`src/rtl/vx_rnd_dispenser.sv`:
```
// Shares one PRNG bit stream among NREQ requesters: drops warm-up bits, packs RBITS-wide words, round-robin grants.
// Optional feature macro: VX_RND_DISPENSER_PERF_EN adds perf_grants / perf_stalls counters.
module vx_rnd_dispenser #(
    parameter int NREQ   = 4,
    parameter int NNUM   = 2,
    parameter int RBITS  = 8,
    parameter int WARMUP = 16
) (
    input  logic             clk,
    input  logic             reset,
    input  logic [NNUM-1:0]  rnd_in,
    input  logic [NREQ-1:0]  req_valid,
    output logic [NREQ-1:0]  req_ready,
    output logic [RBITS-1:0] rsp_data
`ifdef VX_RND_DISPENSER_PERF_EN
    ,
    output logic [31:0]      perf_grants,
    output logic [31:0]      perf_stalls
`endif
);

    localparam int CNT_W  = $clog2(RBITS + 1);
    localparam int PTR_W  = (NREQ > 1) ? $clog2(NREQ) : 1;
    localparam int WCNT_W = (WARMUP > 1) ? $clog2(WARMUP) : 1;

    typedef enum logic [1:0] {
        ST_WARMUP = 2'd0,
        ST_FILL   = 2'd1,
        ST_READY  = 2'd2
    } state_t;

    localparam state_t RESET_STATE = (WARMUP == 0) ? ST_FILL : ST_WARMUP;

    state_t            state_r;
    state_t            state_s;
    logic [WCNT_W-1:0] warm_cnt_r;
    logic [WCNT_W-1:0] warm_cnt_s;
    logic [CNT_W-1:0]  count_r;
    logic [CNT_W-1:0]  count_s;
    logic [RBITS-1:0]  pool_r;
    logic [RBITS-1:0]  pool_s;
    logic [RBITS-1:0]  pool_shift_s;
    logic [PTR_W-1:0]  rr_ptr_r;
    logic [PTR_W-1:0]  rr_ptr_s;
    logic [PTR_W-1:0]  winner_s;
    logic [PTR_W-1:0]  idx_s;
    logic [NREQ-1:0]   grant_s;
    logic              grant_any_s;

    // When a word is exactly one PRNG beat wide the pool is simply replaced.
    generate
        if (RBITS == NNUM) begin : gen_pool_direct
            assign pool_shift_s = rnd_in;
        end else begin : gen_pool_shift
            assign pool_shift_s = {pool_r[RBITS-NNUM-1:0], rnd_in};
        end
    endgenerate

    // Round-robin arbiter: first valid requester at or after rr_ptr, only while a full word is held.
    always_comb begin
        grant_s     = '0;
        grant_any_s = 1'b0;
        winner_s    = '0;
        idx_s       = '0;
        if ((state_r == ST_READY) && !reset) begin
            for (int i = 0; i < NREQ; i++) begin
                idx_s = PTR_W'((int'(rr_ptr_r) + i) % NREQ);
                if (!grant_any_s && req_valid[idx_s]) begin
                    grant_any_s    = 1'b1;
                    grant_s[idx_s] = 1'b1;
                    winner_s       = idx_s;
                end else begin
                end
            end
        end else begin
        end
    end

    // Pointer advances past the winner so every requester waits at most NREQ words.
    always_comb begin
        rr_ptr_s = rr_ptr_r;
        if (grant_any_s) begin
            rr_ptr_s = PTR_W'((int'(winner_s) + 1) % NREQ);
        end else begin
        end
    end

    // Next-state: warm-up countdown, then fill accounting; a grant keeps only the bits shifted in this cycle.
    always_comb begin
        state_s    = state_r;
        warm_cnt_s = warm_cnt_r;
        count_s    = count_r;
        pool_s     = pool_r;
        case (state_r)
            ST_WARMUP: begin
                if (int'(warm_cnt_r) == WARMUP - 1) begin
                    state_s    = ST_FILL;
                    warm_cnt_s = '0;
                end else begin
                    warm_cnt_s = warm_cnt_r + WCNT_W'(1);
                end
            end
            ST_FILL, ST_READY: begin
                pool_s = pool_shift_s;
                if (grant_any_s) begin
                    count_s = CNT_W'(NNUM);
                end else if (int'(count_r) + NNUM >= RBITS) begin
                    count_s = CNT_W'(RBITS);
                end else begin
                    count_s = count_r + CNT_W'(NNUM);
                end
                if (count_s == CNT_W'(RBITS)) begin
                    state_s = ST_READY;
                end else begin
                    state_s = ST_FILL;
                end
            end
            default: begin
                state_s    = RESET_STATE;
                warm_cnt_s = '0;
                count_s    = '0;
            end
        endcase
    end

    // State registers with synchronous reset.
    always_ff @(posedge clk) begin
        if (reset) begin
            state_r    <= RESET_STATE;
            warm_cnt_r <= '0;
            count_r    <= '0;
            pool_r     <= '0;
            rr_ptr_r   <= '0;
        end else begin
            state_r    <= state_s;
            warm_cnt_r <= warm_cnt_s;
            count_r    <= count_s;
            pool_r     <= pool_s;
            rr_ptr_r   <= rr_ptr_s;
        end
    end

    assign req_ready = grant_s;
    assign rsp_data  = pool_r;

`ifdef VX_RND_DISPENSER_PERF_EN
    // Performance counters: grants, and cycles where someone waits without being served.
    always_ff @(posedge clk) begin
        if (reset) begin
            perf_grants <= 32'd0;
            perf_stalls <= 32'd0;
        end else if (grant_any_s) begin
            perf_grants <= perf_grants + 32'd1;
        end else if (|req_valid) begin
            perf_stalls <= perf_stalls + 32'd1;
        end else begin
            perf_grants <= perf_grants;
        end
    end
`endif

endmodule
```
`config.mk`:
```
export PLATFORM = sky130hd
export DESIGN_NAME = vx_rnd_dispenser
export DESIGN_NICKNAME = d
export VERILOG_FILES = /design/src/rtl/vx_rnd_dispenser.sv
export SDC_FILE = /design/constraint.sdc
export NUM_CORES = 1
export LEC_CHECK = 0
export CELL_PAD_IN_SITES_DETAIL_PLACEMENT = 1
export CELL_PAD_IN_SITES_GLOBAL_PLACEMENT = 2
export CORE_MARGIN = 3
export CORE_UTILIZATION = 29
export CTS_CLUSTER_DIAMETER = 120
export DETAILED_ROUTE_END_ITERATION = 7
export PLACE_DENSITY_LB_ADDON = 0.1
export SKIP_LAST_GASP = 1
export SLEW_MARGIN = 20
export SYNTH_ARGS = -nofsm -noshare
export SYNTH_HDL_FRONTEND = slang
export SYNTH_SLANG_ARGS = --single-unit
```
`constraint.sdc`:
```
create_clock -name clk -period 2.6 [get_ports clk]
set_input_delay 0.52 -clock clk [delete_from_list [all_inputs] [get_ports clk]]
set_output_delay 0.52 -clock clk [all_outputs]
set_load 0.03 [all_outputs]
```
==> results.cfg <==
[layout]
diodes = 0
final_util_pct = 43.5
syn_to_final_growth_pct = 38.7
drive_gt1_share_pct = 31.5
fillers = 483
nNetsFinal = 206

[clock_tree]
htree_levels = 1
ctsLongestPathBuffers = 2
root_buffer = clkbuf_8
numCtsBuffers = 3
cts_tree = done
hold_buffers = 0
clkLatencyLatePin_ns = 0.25
clkTransAtPathRegs_ns = 0.07
cts_sinks = 19

[timing]
finalHoldViolCount = 0
slew_viol_final = 0
max-slew-margin-rel_pct = 67.5
tightest_slew_ns = 0.488
fin_crit_ns = 2.66
setup_slack_ns = -0.0619
holdWs_ns = 0.508
fin_worst_skew_ns = 0.00495
min_period_over_period_pct = 102
setup_violations = 4
fmax_ghz = 0.376
rsz0062_at_grt = yes

[die]
row_count = 23
dieHeight_um = 73.2
start_util_pct = 31.4
coreArea_sq_um = 4170
die-area_sq_um = 5360
num_io_pins = 20
die_x_um = 73.2

[placement]
dp_slack_ns = -0.350
dp_hpwl_um = 2500
portBuffers = 19
place_congestion = 0.737

[pwr]
power.density_nw_per_um2 = 433
p_leak_nw = 0.691
clkPwrFrac_pct = 26.1
p_sw_mw = 0.254
p_int_mw = 0.532
comb_power_share_pct = 30.5
vdd_drop_max_v = 0.000213
p_sw_share_pct = 32.3
p_seq_share_pct = 43.4

[global_routing]
overflow = 0
grt_pass1_wl_um = 5790
grt_pass1_vias = 1251
antenna_found_initial = 0
track_usage_pct = 13.4
grt_max_degree = 20

[setup_path]
r2r_setup_slack_ns = 0.56
critPathMaxFanout = 7
crit_required_ns = 2.08
arrival_ns = 2.14
startpoint_type = input port
endpoint_kind = output port
rr_endpoint = rr_ptr_r[1]$_SDFFE_PP0P_
rr_startpoint = rr_ptr_r[0]$_SDFFE_PP0P_
reg2regPathDepth = 10
critPathKind = in -> out

[drt]
vias = 1200
drtIter0Drc = 55
postRouteAntennaNets = 0
first_pass_iters = 4
vias_per_cell = 5.13
routedWlPerCell_um = 14.2
drc = 0
wl_um = 3330

[logic_synthesis]
async_reset_ff_share_pct = 0
ys_warn_count = 0
synth-xor-area-share_pct = 0.669
synth.most_common_cell = nor2_1
synth.distinct_cells = 37
synth_area_leaders = dfxtp_1, ha_1, nor2_1
ys_seq_area_share_pct = 29.0
ys_seq_elements = 19
synth_nets = 167
netlist_area_sq_um = 1310
synth_common_cells = nor2_1, dfxtp_1, ha_1
synth_fa_ha_area_share_pct = 12.4
synth_flop_cell = dfxtp_1
synth-simple-area-share_pct = 18.9
muxShareOfSynthArea_pct = 16.6
synth_area_per_cell_sq_um = 8.97
synth_compound_area_share_pct = 17.5
synth_area_leader_cell = dfxtp_1
synth_cells = 146
netlist.area_leader.share_pct = 29.0
synth_top_family_by_area = simple AND/OR/NAND/NOR gates
synth_edf_count = 0

[min_path]
hold_class = reg -> reg
hold_depth = 2
hold_end = warm_cnt_r[3]$_SDFFE_PP0N_
hp-start = warm_cnt_r[3]$_SDFFE_PP0N_

[outcome]
status = finished, violations left
violations = setup timing

[job]
drv_cap = 0
## worst max-delay path by stage
stage | from | to | cells past startpoint
6_report | req_valid[2] | req_ready[1] | 8
5_1_grt | rr_ptr_r[0]$_SDFFE_PP0P_ | req_ready[0] | 9
4_1_cts | rr_ptr_r[0]$_SDFFE_PP0P_ | req_ready[2] | 7
3_5_place_dp | req_valid[2] | req_ready[0] | 8
3_3_place_gp | req_valid[2] | req_ready[1] | 8
2_1_floorplan | rr_ptr_r[0]$_SDFFE_PP0P_ | req_ready[0] | 7
## final cells by class
cell class / count / area [sq um] / area share, %
Sequential cell: 19 / 383 / 21.1
Timing Repair Buffer: 41 / 368 / 20.2
Inverter: 6 / 22.5 / 1.24
Tap cell: 50 / 62.6 / 3.44
Clock inverter: 1 / 7.51 / 0.413
Multi-Input combinational cell: 114 / 932 / 51.3
Clock buffer: 3 / 41.3 / 2.27
## power by group through the flow
stage / Sequential (mW) / Clock [mW] / Combinational, mW
after floorplan: 0.348 / 0 / 0.157
after global placement: 0.345 / 0 / 0.223
after detailed placement: 0.348 / 0 / 0.236
after CTS: 0.341 / 0.217 / 0.241
after global routing: 0.346 / 0.229 / 0.265
final: 0.341 / 0.205 / 0.240
## worst max-delay path, stage by stage
cell and delay [ns]:
clkdlybuf4s15_1 0.24, mux4_2 0.65, nor2b_4 0.23, a22oi_1 0.09
nor2_1 0.13, a221oi_2 0.05, nor2_2 0.09, buf_6 0.14
## logic make-up (layout without fill, tap and decap cells)
logic type / count (synthesis) / after routing
buffers and inverters: 13 / 51
AOI/OAI and AO/OA: 34 / 34
DFF: 19 / 19
and+or+nand+nor: 50 / 50
muxes: 16 / 16
adders and majority gates: 13 / 13
xor gates and xnor gates: 1 / 1
## sequential cells by signal (all words and copies together) (netlist names)
name / flops
rr_ptr_r: 2
state_r: 2
warm_cnt_r: 4
rsp_data: 8
count_r: 3
## routing by layer
metal  up-vias  global-route usage, %  wire (um)
met1       579                   19.5       1740
li1        601                      -          -
met3         2                   2.20         73
met5         -                      0          0
met2        18                   21.4       1510
met4         0                   1.84          8
## stage by stage
stage	TNS [ns]	instances	area, sq um	power, mW
after floorplan	0	146	1340	0.505
after global placement	-1.06	225	1660	0.567
after detailed placement	-1.35	225	1660	0.584
after CTS	-0.198	234	1800	0.799
after global routing	-0.642	234	1820	0.840
final	-0.211	234	1820	0.787
## layout by cell type, fill, tap and decap left out, types with 2 or more instances in the layout
| cell type | netlist | final |
|---|---|---|
| nor2_1 | 29 | 24 |
| buf_4 | 0 | 20 |
| dfxtp_1 | 19 | 17 |
| ha_1 | 13 | 12 |
| clkdlybuf4s50_1 | 0 | 11 |
| mux2i_1 | 9 | 9 |
| a21oi_1 | 6 | 6 |
| inv_1 | 6 | 5 |
| nor2_2 | 0 | 5 |
| a22oi_1 | 8 | 5 |
| nand2_1 | 5 | 5 |
| a31oi_1 | 5 | 5 |
| buf_6 | 2 | 5 |
| mux4_2 | 3 | 4 |
| a221oi_2 | 0 | 4 |
| o21ai_0 | 4 | 4 |
| a22oi_2 | 0 | 3 |
| mux2_2 | 3 | 3 |
| clkbuf_8 | 0 | 3 |
| dlygate4sd2_1 | 0 | 3 |
| nand2b_1 | 2 | 2 |
| nor2b_1 | 2 | 2 |
| o21ai_2 | 2 | 2 |
| nand3b_1 | 2 | 2 |
| dfxtp_2 | 0 | 2 |
## what timing repair did
item | in CTS | in global routing
setup buffers | 5 | 0
pin swaps | 5 | 2
resized for setup | 19 | 4
setup endpoints to repair | 4 | 4
(Power assumes the default switching activity.)
